[src/rtl/ram_req_ctrl.sv]
// Request front-end for single_port_ram: valid/ready requests in, in-order read responses out.
// Define RAM_INIT_EN to sweep the RAM to INIT_VALUE after reset before accepting traffic.
module ram_req_ctrl #(
  parameter int unsigned                  DATA_WIDTH = 8,
  parameter int unsigned                  ADDR_WIDTH = 4,
  parameter logic        [DATA_WIDTH-1:0] INIT_VALUE = '0
) (
  input  logic                  clk,
  input  logic                  rst,
  input  logic                  req_valid,
  output logic                  req_ready,
  input  logic                  req_we,
  input  logic [ADDR_WIDTH-1:0] req_addr,
  input  logic [DATA_WIDTH-1:0] req_wdata,
  output logic                  rsp_valid,
  input  logic                  rsp_ready,
  output logic [DATA_WIDTH-1:0] rsp_rdata,
  output logic                  init_done,
  output logic [ADDR_WIDTH-1:0] ram_addr,
  output logic [DATA_WIDTH-1:0] ram_din,
  output logic                  ram_we,
  input  logic [DATA_WIDTH-1:0] ram_dout
);

  logic                  run;
  logic                  rd_inflight_q, rd_inflight_d;
  logic [DATA_WIDTH-1:0] fifo_q [2];
  logic [DATA_WIDTH-1:0] fifo_d [2];
  logic                  wr_ptr_q, wr_ptr_d;
  logic                  rd_ptr_q, rd_ptr_d;
  logic [1:0]            cnt_q, cnt_d;
  logic                  push, pop, credit;
  logic [2:0]            occ;

`ifdef RAM_INIT_EN
  typedef enum logic {StInit, StRun} state_e;
  state_e                state_q, state_d;
  logic [ADDR_WIDTH-1:0] init_cnt_q, init_cnt_d;

  always_comb begin
    state_d    = state_q;
    init_cnt_d = init_cnt_q;
    if (state_q == StInit) begin
      init_cnt_d = init_cnt_q + 1'b1;
      if (init_cnt_q == '1) state_d = StRun;
    end
  end

  always_ff @(posedge clk or negedge rst) begin
    if (!rst) begin
      state_q    <= StInit;
      init_cnt_q <= '0;
    end else begin
      state_q    <= state_d;
      init_cnt_q <= init_cnt_d;
    end
  end

  assign run       = (state_q == StRun);
  assign init_done = run;
`else
  assign run       = 1'b1;
  assign init_done = 1'b1;
`endif

  assign rsp_valid = (cnt_q != 2'd0);
  assign rsp_rdata = fifo_q[rd_ptr_q];
  assign pop       = rsp_valid & rsp_ready;
  // Dout of a read accepted last cycle is valid now.
  assign push      = rd_inflight_q;

  // Outstanding reads after this cycle's pop; rsp_ready feeds req_ready for full throughput.
  assign occ       = {1'b0, cnt_q} + {2'b00, rd_inflight_q} - {2'b00, pop};
  assign credit    = (occ < 3'd2);
  assign req_ready = rst & run & credit;

  always_comb begin
    ram_addr = '0;
    ram_din  = '0;
    ram_we   = 1'b0;
    if (rst) begin
      if (run) begin
        ram_addr = req_addr;
        ram_din  = req_wdata;
        ram_we   = req_valid & req_ready & req_we;
      end else begin
`ifdef RAM_INIT_EN
        ram_addr = init_cnt_q;
        ram_din  = INIT_VALUE;
        ram_we   = 1'b1;
`endif
      end
    end
  end

  always_comb begin
    rd_inflight_d = req_valid & req_ready & ~req_we;
    fifo_d        = fifo_q;
    wr_ptr_d      = wr_ptr_q;
    rd_ptr_d      = rd_ptr_q;
    cnt_d         = cnt_q;
    if (push) begin
      fifo_d[wr_ptr_q] = ram_dout;
      wr_ptr_d         = ~wr_ptr_q;
    end
    if (pop) rd_ptr_d = ~rd_ptr_q;
    unique case ({push, pop})
      2'b10:   cnt_d = cnt_q + 2'd1;
      2'b01:   cnt_d = cnt_q - 2'd1;
      default: cnt_d = cnt_q;
    endcase
  end

  always_ff @(posedge clk or negedge rst) begin
    if (!rst) begin
      rd_inflight_q <= 1'b0;
      fifo_q[0]     <= '0;
      fifo_q[1]     <= '0;
      wr_ptr_q      <= 1'b0;
      rd_ptr_q      <= 1'b0;
      cnt_q         <= 2'd0;
    end else begin
      rd_inflight_q <= rd_inflight_d;
      fifo_q        <= fifo_d;
      wr_ptr_q      <= wr_ptr_d;
      rd_ptr_q      <= rd_ptr_d;
      cnt_q         <= cnt_d;
    end
  end

  assert property (@(posedge clk) disable iff (!rst) cnt_q <= 2'd2);

endmodule

[config.mk]
export PLATFORM = sky130hd
export DESIGN_NAME = ram_req_ctrl
export DESIGN_NICKNAME = d
export VERILOG_FILES = /design/src/rtl/ram_req_ctrl.sv
export SDC_FILE = /design/constraint.sdc
export NUM_CORES = 1
export LEC_CHECK = 0
export ABC_AREA = 1
export CORE_MARGIN = 2
export CORE_UTILIZATION = 42
export CTS_CLUSTER_DIAMETER = 150
export DETAILED_ROUTE_END_ITERATION = 12
export GPL_ROUTABILITY_DRIVEN = 0
export GPL_TIMING_DRIVEN = 1
export PLACE_DENSITY = 0.79
export SLEW_MARGIN = 10
export SYNTH_ARGS = -nofsm -noshare
export SYNTH_HDL_FRONTEND = slang
export SYNTH_SLANG_ARGS = --single-unit
[constraint.sdc]
create_clock -name clk -period 2.6 [get_ports clk]
set_clock_uncertainty 0.1 [all_clocks]
set_input_delay 0.52 -clock clk [delete_from_list [all_inputs] [get_ports clk]]
set_output_delay 0.52 -clock clk [all_outputs]
set_load 0.05 [all_outputs]
# After elaboration in Yosys (flattened, before gate mapping)
# Index checks and enable logic that the tools add are counted.
# word_totals
out_inout_bits	24
reg_bits	21
elab_cells	39
# op_classes
bitwise	10
n_lt_le_gt_ge	4
muxes	10
n_addsub	4
reduce_logical	3
eq_ne	2
# op_table
cell	count
$mux 8	5
$bwmux 16	1
$demux 8 s1	1
$and 1x1->1	5
$ge 2x2->1 const B	2
$mux 4	1
$not 1->2	2
$pmux 2 s2	1
$reduce_bool 2->1	2
$add 2x1->3	1
$lt 3x2->1 const B	1
$not 1->1	3
$sub 3x1->3	1
$add 2x1->2 const B	1
$eq 2x1->1 const B	1
$eq 2x2->1 const B	1
$lt 2x1->1 const B	1
$sub 2x1->2 const B	1
$logic_and 1x1->1	1
$mux 1	1

# Depth between registers and ports, before layout
# logic_depth
word_depth	8
ltp_mapped	12

# Worst setup path after synthesis
# OpenSTA, ideal clock, no wires.
# synth_timing
path_type	register -> output
start	register cnt_q[1]
end	output port ram_we
path_stages_with_launch	13
n_path_buf	0
path_slack_ns	-0.842
arrival_time_ns	2.822
t_required_ns	1.980
cell_sequence	dfrtp_1 inv_1 nand2_1 nand2_1 inv_1 ha_1 inv_1 nand2_1 fa_1 nand2_1 inv_1 nand4_1 nor2_1
# synth_via
elab_chain_len	8
elab_cells_between_ends	9
classes_between	2 x add/sub; 1 x order compare; 1 x mux; 4 x bitwise; 1 x reduce/logical
# synth_lines
item	line_no	source
start, declared	31	logic [1:0] cnt_q, cnt_d;
start signal, assigned	127	cnt_q <= cnt_d;
$reduce_bool 2->1	66	assign rsp_valid = (cnt_q != 2'd0);
via rsp_valid	15	output logic rsp_valid,
$and 1x1->1	68	assign pop = rsp_valid & rsp_ready;
via pop	32	logic push, pop, credit;
$sub 3x1->3	73	assign occ = {1'b0, cnt_q} + {2'b00, rd_inflight_q} - {2'b00, pop};
$lt 3x2->1	74	assign credit = (occ < 3'd2);
$and 1x1->1	75	assign req_ready = rst & run & credit;
$and 1x1->1 (2 in series)	85	ram_we = req_valid & req_ready & req_we;
$mux 1	81	if (rst) begin
end, declared	21	output logic ram_we,
# The timed path passes the listed nets, and every way through them passes these cells.

# Worst setup path in the final report
# layout_timing
start	register cnt_q[1]
end	output port ram_we
# layout_via
elab_chain_len	8
elab_cells_between_ends	9
classes_between	2 x add/sub; 1 x order compare; 1 x mux; 4 x bitwise; 1 x reduce/logical
# layout_lines
item	line_no
$reduce_bool 2->1	66
$and 1x1->1	68
via pop	32
$sub 3x1->3	73
$lt 3x2->1	74
$and 1x1->1	75
$and 1x1->1 (2 in series)	85
$mux 1	81
# The timed path passes the listed nets, and every way through them passes these cells.

==> flow_summary.ini <==
[critical_path]
r2r-start = cnt_q[1]$_DFFE_PN0N_
ff2ff_setup_slack_ns = 0.32
max_stage_delay_ns = 0.48
crit_arrival_ns = 2.37
required_ns = 1.98
crit_fanout = 2
path_cells = inv_2 > nand2_8 > nand2_4 > inv_4 > ha_4 > inv_4 > nand2_2 > fa_1 > nand2_1 > inv_2 > nand4_1 > nor2_4 > buf_12
cpMaxStageDelayCell = fa_1
crit_start = cnt_q[1]$_DFFE_PN0N_
crit_path_start_kind = flip-flop
crit_path_end_kind = output pin
critical_path_class = flip-flop to output pin

[synth]
synth_flop_cell = dfrtp_1
netlist-cell-type-count = 23
yosysWarnings = 0
synth_edf_count = 0
synth_nets = 179
yosysSeqAreaShare = 0.457
synth_cells = 151
syn-cell-area_um2 = 1150
synth-seq-cells = 21
async_flop_share = 1.00
syn_avg_cell_area_um2 = 7.61

[floorplanning]
initial_utilization = 0.452
core_um2 = 2540
die-height_um = 56.3
dieArea_um2 = 3170
io_pins = 49
die_w_um = 56.3
rows = 18

[timing]
finalCritPeriodShare = 1.15
whs_ns = 0.397
fmax_mhz = 334
max_slew_margin = 0.515
final_hold_viol_count = 0
slew_viol_final = 0
rsz0062_at_grt = yes
period_needed_ns = 2.99
tightest_slew_ns = 0.728
finalWorstSetupSlack_ns = -0.392
setup_viol = 2

[grt]
grt_usage = 0.203
grt_max_degree = 25
grt_first_pass_wirelength_um = 5090
antenna_found_initial = 0
grt_pass1_vias = 1204
grt_overflow = 0

[clock_network]
clk_latency_ns = 0.30
clk_path_buf_depth = 2
cts-root-buf = clkbuf_4
cts_hold_buf = 0
clk_pin_slew_ns = 0.11
clock_sinks = 21
ctsHtreeMaxLevel = 1
cts_made_buffers = 3
tritoncts = built

[cells_and_area]
num_antenna_cells = 0
nets = 243
final_area_um2 = 1970
drive_gt1_frac = 0.262
area_delta_synth_final_pct = 70.9
instances_no_fill = 244

[route]
wire_per_inst_um = 12.7
firstDrtPassIters = 4
ant_nets = 0
drt_iter0_drc = 27
wl_um = 3090
drc = 0
via_per_inst = 4.80
vias = 1172

[placement]
hpwl_um = 2260
place_inst = 231
portBuffers = 47
placed_cell_area_um2 = 1860

[worst_hold_path]
worstHoldStart = fifo_q[10]$_DFFE_PN0P_
hold_path.class = flip-flop to flip-flop

[power_and_ir_drop]
total_power_mw = 2.33
p_leak_nw = 1.06
p_per_area_nw_per_um2 = 1190
ir_worst_vdd_uv = 1010

[outcome]
status = finished, violations left
violations = setup timing

[flow_run]
drv_cap = 0
-- synth_stat cells (2+ instances only) --
cell type,instances,share of area
clkbuf_1,2,0.0065
dfrtp_1,21,0.46
inv_1,28,0.091
o21ai_2,8,0.061
nand4_1,2,0.011
o21ai_0,8,0.035
nand2_1,64,0.21
nor2_1,2,0.0065
ha_1,2,0.022
-- worst paths after layout --
check	cells past startpoint	to
setup / recovery	13	ram_we
hold / removal	2	fifo_q[10]$_DFFE_PN0P_
setup reg to reg	13	push$_DFF_PN0_
hold reg to reg	2	fifo_q[10]$_DFFE_PN0P_
max in group asynchronous	3	fifo_q[14]$_DFFE_PN0P_
min in group asynchronous	2	fifo_q[15]$_DFFE_PN0P_
-- state kept, by name, summed over array words and instances, names as in the netlist --
signal / cells
cnt_q: 2
fifo_q: 16
push: 1
rd_ptr_q: 1
wr_ptr_q: 1
-- cell type report --
class	count	area, um^2
inverters	30	118
fillers	178	579
repair buffers	65	747
clock buffers	4	26.3
multi-input cells	94	512
flip-flops and latches	21	526
well taps	30	37.5
-- stage by stage --
step / worst slack [ns] / setup TNS (ns) / utilization
after global placement: -0.483 / -0.854 / 0.731
after detailed placement: -0.541 / -0.968 / 0.731
final: -0.392 / -0.740 / 0.772
after floorplan: -0.124 / -0.125 / -
after CTS: -0.356 / -0.606 / 0.756
after global routing: -0.520 / -0.961 / 0.772
-- metal layers --
metal  vias to the layer above  global-route usage  routed length (um)
met5                         -                   0                   0
met4                         0              0.0952                  69
met3                         8              0.0760                 297
met2                        58               0.353                1580
met1                       538               0.217                1140
li1                        568                   -                   -
-- cells by family after synthesis --
| kind of cell | synth area share |
|---|---|
| buffers and inverters | 0.143 |
| and+or+nand+nor | 0.247 |
| other | 0.00326 |
| DFF | 0.457 |
| xor gates and xnor gates | 0.0152 |
| adders and majority gates | 0.0392 |
| AOI/OAI and AO/OA | 0.0958 |
-- power breakdown --
part / total, mW / switching, mW / internal, mW
Sequential: 0.572 / 0.0882 / 0.484
Combinational: 1.60 / 0.941 / 0.662
Clock: 0.157 / 0.0967 / 0.0598
Total: 2.33 / 1.13 / 1.21
-- worst max-delay path: cells and delay by family, from the launching register on --
kind	cells	cell delay, ns
buf+inv	5	0.41
flops	1	0.42
simple gates	6	0.55
fa+ha+maj	2	0.70
-- cell usage in the layout, fill, tap and decap left out, types with 2 or more instances in the layout --
cell type        netlist  routed
clkdlybuf4s50_1        0      31
inv_1                 28      23
clkbuf_4               0       3
buf_4                  1      18
o21ai_0                8       8
inv_4                  0       2
nand4_1                2       2
dfrtp_1               21      21
nand2_1               64      61
nand2_2                1       2
inv_2                  1       4
buf_12                 1      14
o21ai_2                8       8
-- repair_timing --
item,4_1_cts,5_1_grt
resized for setup,4,3
buffers inserted,4,5
endpoints found under the hold margin,0,0
endpoints found under the setup margin,2,3
pin swaps,2,1
Power figures use the tool's default switching activity.
